### config.mk
export PLATFORM = sky130hd
export DESIGN_NAME = non_restoring_sqrt_v2_0
export DESIGN_NICKNAME = d
export VERILOG_FILES = /design/src/rtl/non_restoring_sqrt_v2_0.sv
export SDC_FILE = /design/constraint.sdc
export NUM_CORES = 1
export LEC_CHECK = 0
export CAP_MARGIN = 10
export CORE_MARGIN = 10
export CORE_UTILIZATION = 45
export DETAILED_ROUTE_END_ITERATION = 12
export GPL_ROUTABILITY_DRIVEN = 0
export PLACE_DENSITY = 0.64
export SYNTH_ARGS = -nofsm -noshare
export SYNTH_HDL_FRONTEND = slang
export SYNTH_SLANG_ARGS = --single-unit
### constraint.sdc
create_clock -name aclk -period 5 [get_ports aclk]
set_clock_uncertainty 0.15 [all_clocks]
set_input_delay 1 -clock aclk [delete_from_list [all_inputs] [get_ports aclk]]
set_output_delay 1 -clock aclk [all_outputs]
set_load 0.05 [all_outputs]
### src/rtl/non_restoring_sqrt_v2_0.sv
// Sequential non-restoring integer square root: one root bit per cycle,
// one sign-fix cycle, then a valid/ready held result.
module non_restoring_sqrt_v2_0 #(
  parameter int unsigned inout_width = 16,
  parameter int unsigned round_mode  = 0
) (
  input  logic                       aclk,
  input  logic                       reset,
  input  logic [2*inout_width-1:0]   radicand,
  input  logic                       i_data_valid,
  output logic                       i_data_ready,
  output logic [inout_width-1:0]     root,
  output logic [inout_width:0]       remainder,
  output logic                       round_sat,
  output logic                       o_data_valid,
  input  logic                       o_data_ready
);

  localparam int unsigned W     = inout_width;
  localparam int unsigned RW    = W + 2;
  localparam int unsigned IDX_W = $clog2(W);

  typedef enum logic [1:0] {
    S_IDLE = 2'd0,
    S_CALC = 2'd1,
    S_FIX  = 2'd2,
    S_DONE = 2'd3
  } state_t;

  state_t state_q, state_d;

  logic [2*W-1:0]   rad_q, rad_d;
  logic [RW-1:0]    rem_q, rem_d;
  logic [W-1:0]     q_q, q_d;
  logic [IDX_W-1:0] idx_q, idx_d;
  logic [W-1:0]     root_q, root_d;
  logic [W:0]       rem_out_q, rem_out_d;
  logic             sat_q, sat_d;
  logic             valid_q, valid_d;

  logic ready_c, load_c, step_c, fix_c, release_c;

  // State register
  always_ff @(posedge aclk or posedge reset) begin
    if (reset) begin
      state_q <= S_IDLE;
    end else begin
      state_q <= state_d;
    end
  end

  // Next-state decode
  always_comb begin
    state_d = state_q;
    unique case (state_q)
      S_IDLE: if (i_data_valid)        state_d = S_CALC;
      S_CALC: if (idx_q == IDX_W'(0))  state_d = S_FIX;
      S_FIX:                           state_d = S_DONE;
      S_DONE: if (o_data_ready)        state_d = S_IDLE;
      default:                         state_d = S_IDLE;
    endcase
  end

  // Control strobes decoded from the state
  always_comb begin
    ready_c   = 1'b0;
    step_c    = 1'b0;
    fix_c     = 1'b0;
    release_c = 1'b0;
    unique case (state_q)
      S_IDLE:  ready_c   = 1'b1;
      S_CALC:  step_c    = 1'b1;
      S_FIX:   fix_c     = 1'b1;
      S_DONE:  release_c = o_data_ready;
      default: ready_c   = 1'b0;
    endcase
  end

  assign load_c       = ready_c & i_data_valid;
  assign i_data_ready = ready_c;

  logic [RW-1:0] rem_shift_c, rem_step_c;
  logic [W:0]    rem_fix_c;
  logic          round_up_c, q_all_ones_c;

  // One non-restoring step; the remainder sign selects subtract or add
  assign rem_shift_c  = {rem_q[W-1:0], rad_q[2*W-1 -: 2]};
  assign rem_step_c   = rem_q[RW-1] ? (rem_shift_c + {q_q, 2'b11})
                                    : (rem_shift_c - {q_q, 2'b01});
  // Final remainder is non-negative and at most 2q, so W+1 bits hold it
  assign rem_fix_c    = rem_q[RW-1] ? (rem_q[W:0] + {q_q, 1'b1}) : rem_q[W:0];
  assign round_up_c   = (round_mode == 1) && (rem_fix_c > {1'b0, q_q});
  assign q_all_ones_c = &q_q;

  always_comb begin
    rad_d     = rad_q;
    rem_d     = rem_q;
    q_d       = q_q;
    idx_d     = idx_q;
    root_d    = root_q;
    rem_out_d = rem_out_q;
    sat_d     = sat_q;
    valid_d   = valid_q;

    if (load_c) begin
      rad_d = radicand;
      rem_d = '0;
      q_d   = '0;
      idx_d = IDX_W'(W - 1);
    end

    if (step_c) begin
      rad_d = {rad_q[2*W-3:0], 2'b00};
      rem_d = rem_step_c;
      q_d   = {q_q[W-2:0], ~rem_step_c[RW-1]};
      idx_d = idx_q - IDX_W'(1);
    end

    if (fix_c) begin
      if (round_up_c && !q_all_ones_c) begin
        root_d = q_q + W'(1);
      end else begin
        root_d = q_q;
      end
      rem_out_d = rem_fix_c;
      sat_d     = round_up_c && q_all_ones_c;
      valid_d   = 1'b1;
    end

    if (release_c) begin
      valid_d = 1'b0;
    end
  end

  // Datapath and result registers
  always_ff @(posedge aclk or posedge reset) begin
    if (reset) begin
      rad_q     <= '0;
      rem_q     <= '0;
      q_q       <= '0;
      idx_q     <= '0;
      root_q    <= '0;
      rem_out_q <= '0;
      sat_q     <= 1'b0;
      valid_q   <= 1'b0;
    end else begin
      rad_q     <= rad_d;
      rem_q     <= rem_d;
      q_q       <= q_d;
      idx_q     <= idx_d;
      root_q    <= root_d;
      rem_out_q <= rem_out_d;
      sat_q     <= sat_d;
      valid_q   <= valid_d;
    end
  end

  assign root         = root_q;
  assign remainder    = rem_out_q;
  assign round_sat    = sat_q;
  assign o_data_valid = valid_q;

endmodule

; Word level (Yosys, flattened, before mapping)
; Cells that the tools add are included.
[word_totals]
register_bits = 106
in_bits = 36
out_inout_bits = 36
wordCells = 45
[op_classes]
addsub = 4
eq_ne = 6
muxes = 20
n_bitwise = 2
n_reduce_logical = 5
[op_table]
columns = cell, n
row1 = $mux 32, 2
row2 = $mux 18, 3
row3 = $mux 16, 2
row4 = $add 18x18->18, 1
row5 = $sub 18x18->18, 1
row6 = $add 17x17->17, 1
row7 = $mux 17, 1
row8 = $mux 4, 2
row9 = $pmux 2 s4, 1
row10 = $mux 1, 6
row11 = $mux 2, 3
row12 = $ne 2x2->1 const B, 3
row13 = $eq 2x2->1 const B, 2
row14 = $logic_not 4->1, 1
row15 = $reduce_bool 2->1, 2
row16 = $sub 4x1->4 const B, 1
row17 = $reduce_and 3->1, 1
row18 = $eq 2x1->1 const B, 1
row19 = $logic_not 2->1, 1
row20 = $and 1x1->1, 1
row21 = $not 1->1, 1

; Logic depth before layout (Yosys ltp)
; Gate-level depths: netlist (run 1).
[logic_depth]
word_depth = 5
ltp_mapped = 12
ltp_nobuf = 9

; Worst setup path after synthesis (run 1)
; Ideal clock, no wire load.
[synth_timing]
kind = flip-flop to flip-flop
start = register rem_q[17]
end = register rem_q[12]
t_arrival_ns = 2.832
path_slack_ns = 1.897
path_stages_with_launch = 13
period_less_slack_ns = 3.103
cell_sequence = dfrtp_1 > clkbuf_1 > buf_2 > buf_2 > xnor2_1 > ha_1 > a21oi_2 > o21ai_1 > a21o_1 > o31ai_4 > a21boi_2 > or3_1 > a32o_1
[synth_via]
elab_chain_cells = 2
[synth_rtl]
columns = element, line
row1 = from (decl), 33  ; logic [RW-1:0] rem_q, rem_d;
row2 = from (signal assigned), 148  ; rem_q <= rem_d;
row3 = $mux 18, 88  ; assign rem_step_c = rem_q[RW-1] ? (rem_shift_c + {q_q, 2'b11})
row4 = $mux 18, 112  ; if (step_c) begin
; No other way between the ends.
; A chain may end at the register's enable or synchronous reset.

; Worst setup path after layout (run 1)
[layout_timing]
start = register state_q[0]
end = output i_data_ready
[layout_via]
elab_chain_cells = 2
[layout_rtl]
columns = element, line
row1 = from (decl), 30  ; state_t state_q, state_d;
row2 = from (signal assigned), 48  ; state_q <= state_d;
row3 = $logic_not 2->1, 70  ; unique case (state_q)
row4 = $mux 1, 70
row5 = to (decl), 11  ; output logic i_data_ready,
; No other way between the ends.

==> results of run 1 <==
## final timing paths
| path | end | start | slack (ns) | depth (start not counted) |
|---|---|---|---|---|
| hold / removal | rad_q[14] | rad_q[12] | 0.33 | 2 |
| min in group asynchronous | rad_q[23] | reset | 0.97 | 2 |
| setup reg to reg | rem_q[12] | rem_q[17] | 1.91 | 9 |
| max in group asynchronous | rem_q[16] | reset | 2.90 | 3 |
| setup / recovery | i_data_ready | state_q[0] | 1.88 | 3 |
| hold reg to reg | rad_q[14] | rad_q[12] | 0.33 | 2 |
## placed cells by master (no fill, tap or decap), types with 5 or more instances in the layout
cell type / instances
mux2_2: 18
buf_4: 6
o21ai_0: 74
nor2b_1: 8
xor2_1: 9
clkdlybuf4s50_1: 70
or3_1: 6
dfrtp_1: 106
a31oi_1: 6
xnor2_1: 29
clkbuf_16: 9
nand2_1: 98
a21o_1: 10
nor2_1: 26
o21a_1: 9
nand3_1: 6
mux2i_1: 40
and3_1: 5
nor3_1: 7
ha_1: 35
inv_1: 19
a21oi_1: 43
## kinds of logic after synthesis
kind of cell,share of synthesized area
AOI/OAI and AO/OA,0.1844
xor gates and xnor gates,0.05349
adders and majority gates,0.07762
buffers and inverters,0.03800
DFF,0.4263
muxes,0.09692
other,0.0006027
and+or+nand+nor,0.1227
## worst reg2reg max path, stage by stage, from the launching register on
cell and delay [ns]:
dfrtp_1 0.91, xnor2_1 0.15, ha_1 0.39, a21oi_2 0.17, o21ai_1 0.08, a21o_1 0.21, o31ai_4 0.28, a21boi_2 0.10
or3_1 0.32, a32o_1 0.25
## report_power, final
group,switching [mW],total (mW),internal (mW),leakage [nW]
combinational,1.93,3.26,1.33,1.66
sequential,0.327,1.54,1.21,1.35
clock,0.319,0.750,0.431,0.152
## layer usage
layer,up-vias,routed length (um),global-route usage
met2,122,6526,0.2403
li1,2427,-,-
met5,-,0,0
met1,2335,6797,0.2092
met3,17,803,0.03532
met4,0,272,0.05913
## flip-flops by register name (all words and copies together) (netlist names)
register      flops
rad_q            32
rem_q            18
remainder        17
q_q              16
root             16
idx_q             4
state_q           2
o_data_valid      1
## cell type report
class                           count  area (um^2)
Tap cell                          176        220.2
Clock buffer                       13        270.3
Sequential cell                   106         2653
Fill cell                        1229         6035
Inverter                           21        81.33
Multi-Input combinational cell    492         3349
Timing Repair Buffer               76        745.7
Clock inverter                      3        46.29
## stage by stage
stage	std cells	total power, mW	setup WS [ns]	instance area (um^2)	utilization
floorplan	654	4.022	1.061	6222	-
global placement	871	4.701	1.998	7049	0.5261
detailed placement	871	4.809	1.916	7049	0.5261
CTS	887	5.578	1.848	7366	0.5497
global route	887	6.005	1.690	7366	0.5497
finish	887	5.544	1.881	7366	0.5497
==> impl_metrics.ini, run 1 <==
[placement]
hpwl_um = 10410
io_buffers = 70

[sta]
finalCritPeriodShare = 0.6237
rsz0062_at_grt = false
timing.slew.headroom = 0.3347
period_minus_slack_ns = 3.119
timing.hold.ws_ns = 0.3349
hold_viol = 0
finalSetupViolCount = 0
slew_viol_final = 0
worst_pin_slew_ns = 0.9955
tns_ns = 0
max_freq_mhz = 320.7

[synth]
synthTopCellsByCount = 106 x dfrtp_1, 98 x nand2_1, 74 x o21ai_0
syn_inst = 654
ys_seq_area_frac = 0.4263
async_reset_ff_frac = 1.000
ys.flop_type = dfrtp_1
yosysMostFrequentCell = dfrtp_1
ys_ff_latch = 106
synth_area_leaders = dfrtp_1 43%, ha_1 7.4%, mux2i_1 6.4%
yosysWarnings = 0
synth_edf_count = 0
syn_avg_cell_area_um2 = 9.514
synth_fp_nets = 728
post-synth-top-area-fraction = 0.4263
yosys.area.top_type = dfrtp_1
syn-cell-area_mm2 = 0.006222
synth_cell_types = 65

[detailed_routing]
drtIter0Drc = 347
via_per_inst = 5.525
first_pass_iters = 7
wl_per_cell_um = 16.23
drt-total-wl_um = 14400
drtAntennaViolNets = 0
via_count = 4901
drc = 0

[job]
maxCapViolCount = 0

[grt]
grt_usage = 0.1561
grt_antenna_before_repair = 0
grt_max_degree = 67
grt.overflow.total = 0
grt_pass1_wl_um = 23920
grt_pass1_vias = 4907

[floorplan]
die_w_um = 137.6
die_area_mm2 = 0.01893
core_area_mm2 = 0.01340
ios = 72
rows = 42
die_h_um = 137.6
start_util = 0.4643

[setup_path]
path_max_fanout = 5
arrival_ns = 1.97
cp-end-kind = output port
worstSetupPathType = reg -> out
worstPathCellList = inv_1 -> ha_1 -> clkdlybuf4s50_1
cp-start-kind = flop
worstPathRequired_ns = 3.85
cp_num_buf_inv = 2
path_delay_family = buffers and inverters
crit_slowest_cell = clkdlybuf4s50_1
cpPeakStageDelay_ns = 0.83

[clock_tree]
clk_latency_ns = 0.35
path_clk_slew_ns = 0.07
post_cts_buffers = 0
cts_buffers = 9
h-tree-depth = 3
clock_path_buffers = 2
cts_tree = yes
clock-sinks = 106
cts_resized = 0
cts_hold_buf = 0
root_buffer = clkbuf_16

[pwr]
vdd_drop_max_uv = 258.7
power_density_mw_per_mm2 = 752.7
p_leak_nw = 3.160

[min_path]
hold_path_class = reg -> reg

[cells_and_area]
syn2layout_area_growth_pct = 18.38
antenna_cells = 0
drive_above_1_share = 0.08017
fin_nets = 780

[outcome]
outcome = completed
No activity file was read; power rests on OpenSTA's default activity.
==> inputs of run 2 (changes only) <==
- clock period: 5 -> 3.2 ns (I/O delays scaled with it)
==> run 2 against run 1 <==
Setup slack got worse by 1.6 ns. Final cell count rose by 0.56%. Combinational power rose by 59%. Clock power rose by 41%. Register-to-register slack got worse by 1.6 ns. Power rose by 55%. Utilization rose by 0.23 points. Die area did not move. Largest cell class unchanged. Largest power group unchanged. Highest routed layer unchanged.
==> impl_metrics.ini, run 2 (synthesis gave the netlist of run 1 again) <==
[outcome]
outcome = completed

[grt]
grt_max_degree = 95
grt.overflow.total = 0
grt_usage = 0.1610
grt_pass1_vias = 4955
grt_pass1_wl_um = 24490
grt_antenna_before_repair = 0

[floorplan]
die_area_mm2 = 0.01893
rows = 42
ios = 72
die_h_um = 137.6
start_util = 0.4643
die_w_um = 137.6
core_area_mm2 = 0.01340

[setup_path]
cp-end-kind = flop
worstPathRequired_ns = 3.29
regToRegSetupSlack_ns = 0.31
worstSetupPathType = reg -> reg
cp-start-kind = flop
crit_end = rem_q[16]
r2r_end = rem_q[16]
path_max_fanout = 30
arrival_ns = 2.98
worstReg2RegStart = rem_q[17]
critPathLaunch = rem_q[17]
r2r_cells = 8

[cells_and_area]
layoutNonFillerInstCount = 892
design_area_mm2 = 0.007397
largest_reg_flops = 32
antenna_cells = 0
layout_commonest_cell = dfrtp_1
drive_above_1_share = 0.08799
layout_common_cells = 106 x dfrtp_1, 98 x nand2_1, 74 x o21ai_0
fin_nets = 785
regMostFlops = rad_q
nFillCells = 1236
syn2layout_area_growth_pct = 18.88

[clock_tree]
root_buffer = clkbuf_16
clock_path_buffers = 2
clock-sinks = 106
h-tree-depth = 3
cts_tree = yes
path_clk_slew_ns = 0.07
clk_latency_ns = 0.36
cts_resized = 0
cts_hold_buf = 0
post_cts_buffers = 0
cts_buffers = 9

[placement]
post_dp_cell_area_mm2 = 0.007113
io_buffers = 70
dp_cells = 876
hpwl_um = 10570

[pwr]
vdd_drop_max_uv = 392.0
power_density_mw_per_mm2 = 1162
p_leak_nw = 3.166

[sta]
tns_ns = 0
hold_viol = 0
period_minus_slack_ns = 2.895
slew_viol_final = 0
worst_pin_slew_ns = 0.7875
finalCritPeriodShare = 0.9046
timing.slew.headroom = 0.4750
finalSetupViolCount = 0
rsz0062_at_grt = false
max_freq_mhz = 345.4

[detailed_routing]
wl_per_cell_um = 16.32
first_pass_iters = 5
via_count = 4869
drtAntennaViolNets = 0
drtIter0Drc = 289
drt-total-wl_um = 14560
drc = 0
via_per_inst = 5.459

[min_path]
hold_path_class = reg -> reg
whs_path_depth = 2
hold_start = rad_q[20]

[job]
maxCapViolCount = 0
[run 2: cell types whose count changed in the layout (fill, tap and decap cells not counted), moves of 2 or more]
cell and delta:
buf_12 +2, clkbuf_8 -3, buf_4 +2, clkinvlp_4 +3, inv_6 +2
[run 2: worst max-delay path, stage by stage, from the launching register on]
cell and delay, ns:
dfrtp_1 0.58, buf_6 0.36, xnor2_1 0.17, ha_1 0.33
a21o_1 0.20, a2111oi_1 0.47, a21oi_1 0.17, a41oi_1 0.23
o41ai_1 0.10
[run 2: power by group]
| group | total, mW | switching, mW | internal (mW) |
|---|---|---|---|
| Clock | 1.06 | 0.523 | 0.533 |
| Sequential | 2.36 | 0.465 | 1.89 |
| Combinational | 5.19 | 3.07 | 2.12 |
| Total | 8.60 | 4.05 | 4.54 |
[run 2: worst min path at each step]
stage / end
floorplan: rad_q[17]
global placement: rad_q[27]
detailed placement: rad_q[28]
CTS: rad_q[22]
global route: rad_q[26]
finish: rad_q[22]
[run 2: area by class of cell]
| class | instances | area, um^2 | area share |
|---|---|---|---|
| clock inverter | 7 | 53.80 | 0.007273 |
| multi-input combinational | 492 | 3351 | 0.4530 |
| sequential | 106 | 2653 | 0.3586 |
| tap | 176 | 220.2 | 0.02977 |
| inverter | 21 | 82.58 | 0.01116 |
| clock buffer | 9 | 225.2 | 0.03045 |
| timing repair buffer | 81 | 812.0 | 0.1098 |
[run 2: through the flow]
| stage | worst slack [ns] | hold slack [ns] | util | power [mW] |
|---|---|---|---|---|
| finish | 0.3052 | 0.3310 | 0.5520 | 8.597 |
| global route | 0.1329 | 0.3647 | 0.5520 | 9.383 |
| CTS | 0.2445 | 0.3380 | 0.5516 | 8.642 |
| detailed placement | 0.2581 | 0.3187 | 0.5308 | 7.552 |
| global placement | 0.3411 | 0.3082 | 0.5308 | 7.406 |
| floorplan | 0.09677 | 0.2992 | - | 6.285 |
[run 2: per-layer routing]
layer,vias to the layer above,track usage,share of wire
met3,23,0.03532,0.057
met5,-,0,0
met4,0,0.06382,0.021
li1,2427,-,-
met2,132,0.2541,0.46
met1,2287,0.2099,0.47
==> inputs of run 3 (changes only) <==
- SKIP_CTS_REPAIR_TIMING: not set -> 1
==> results of run 3 <==
No change in the layout: final DEF, timing and power equal those of run 2.
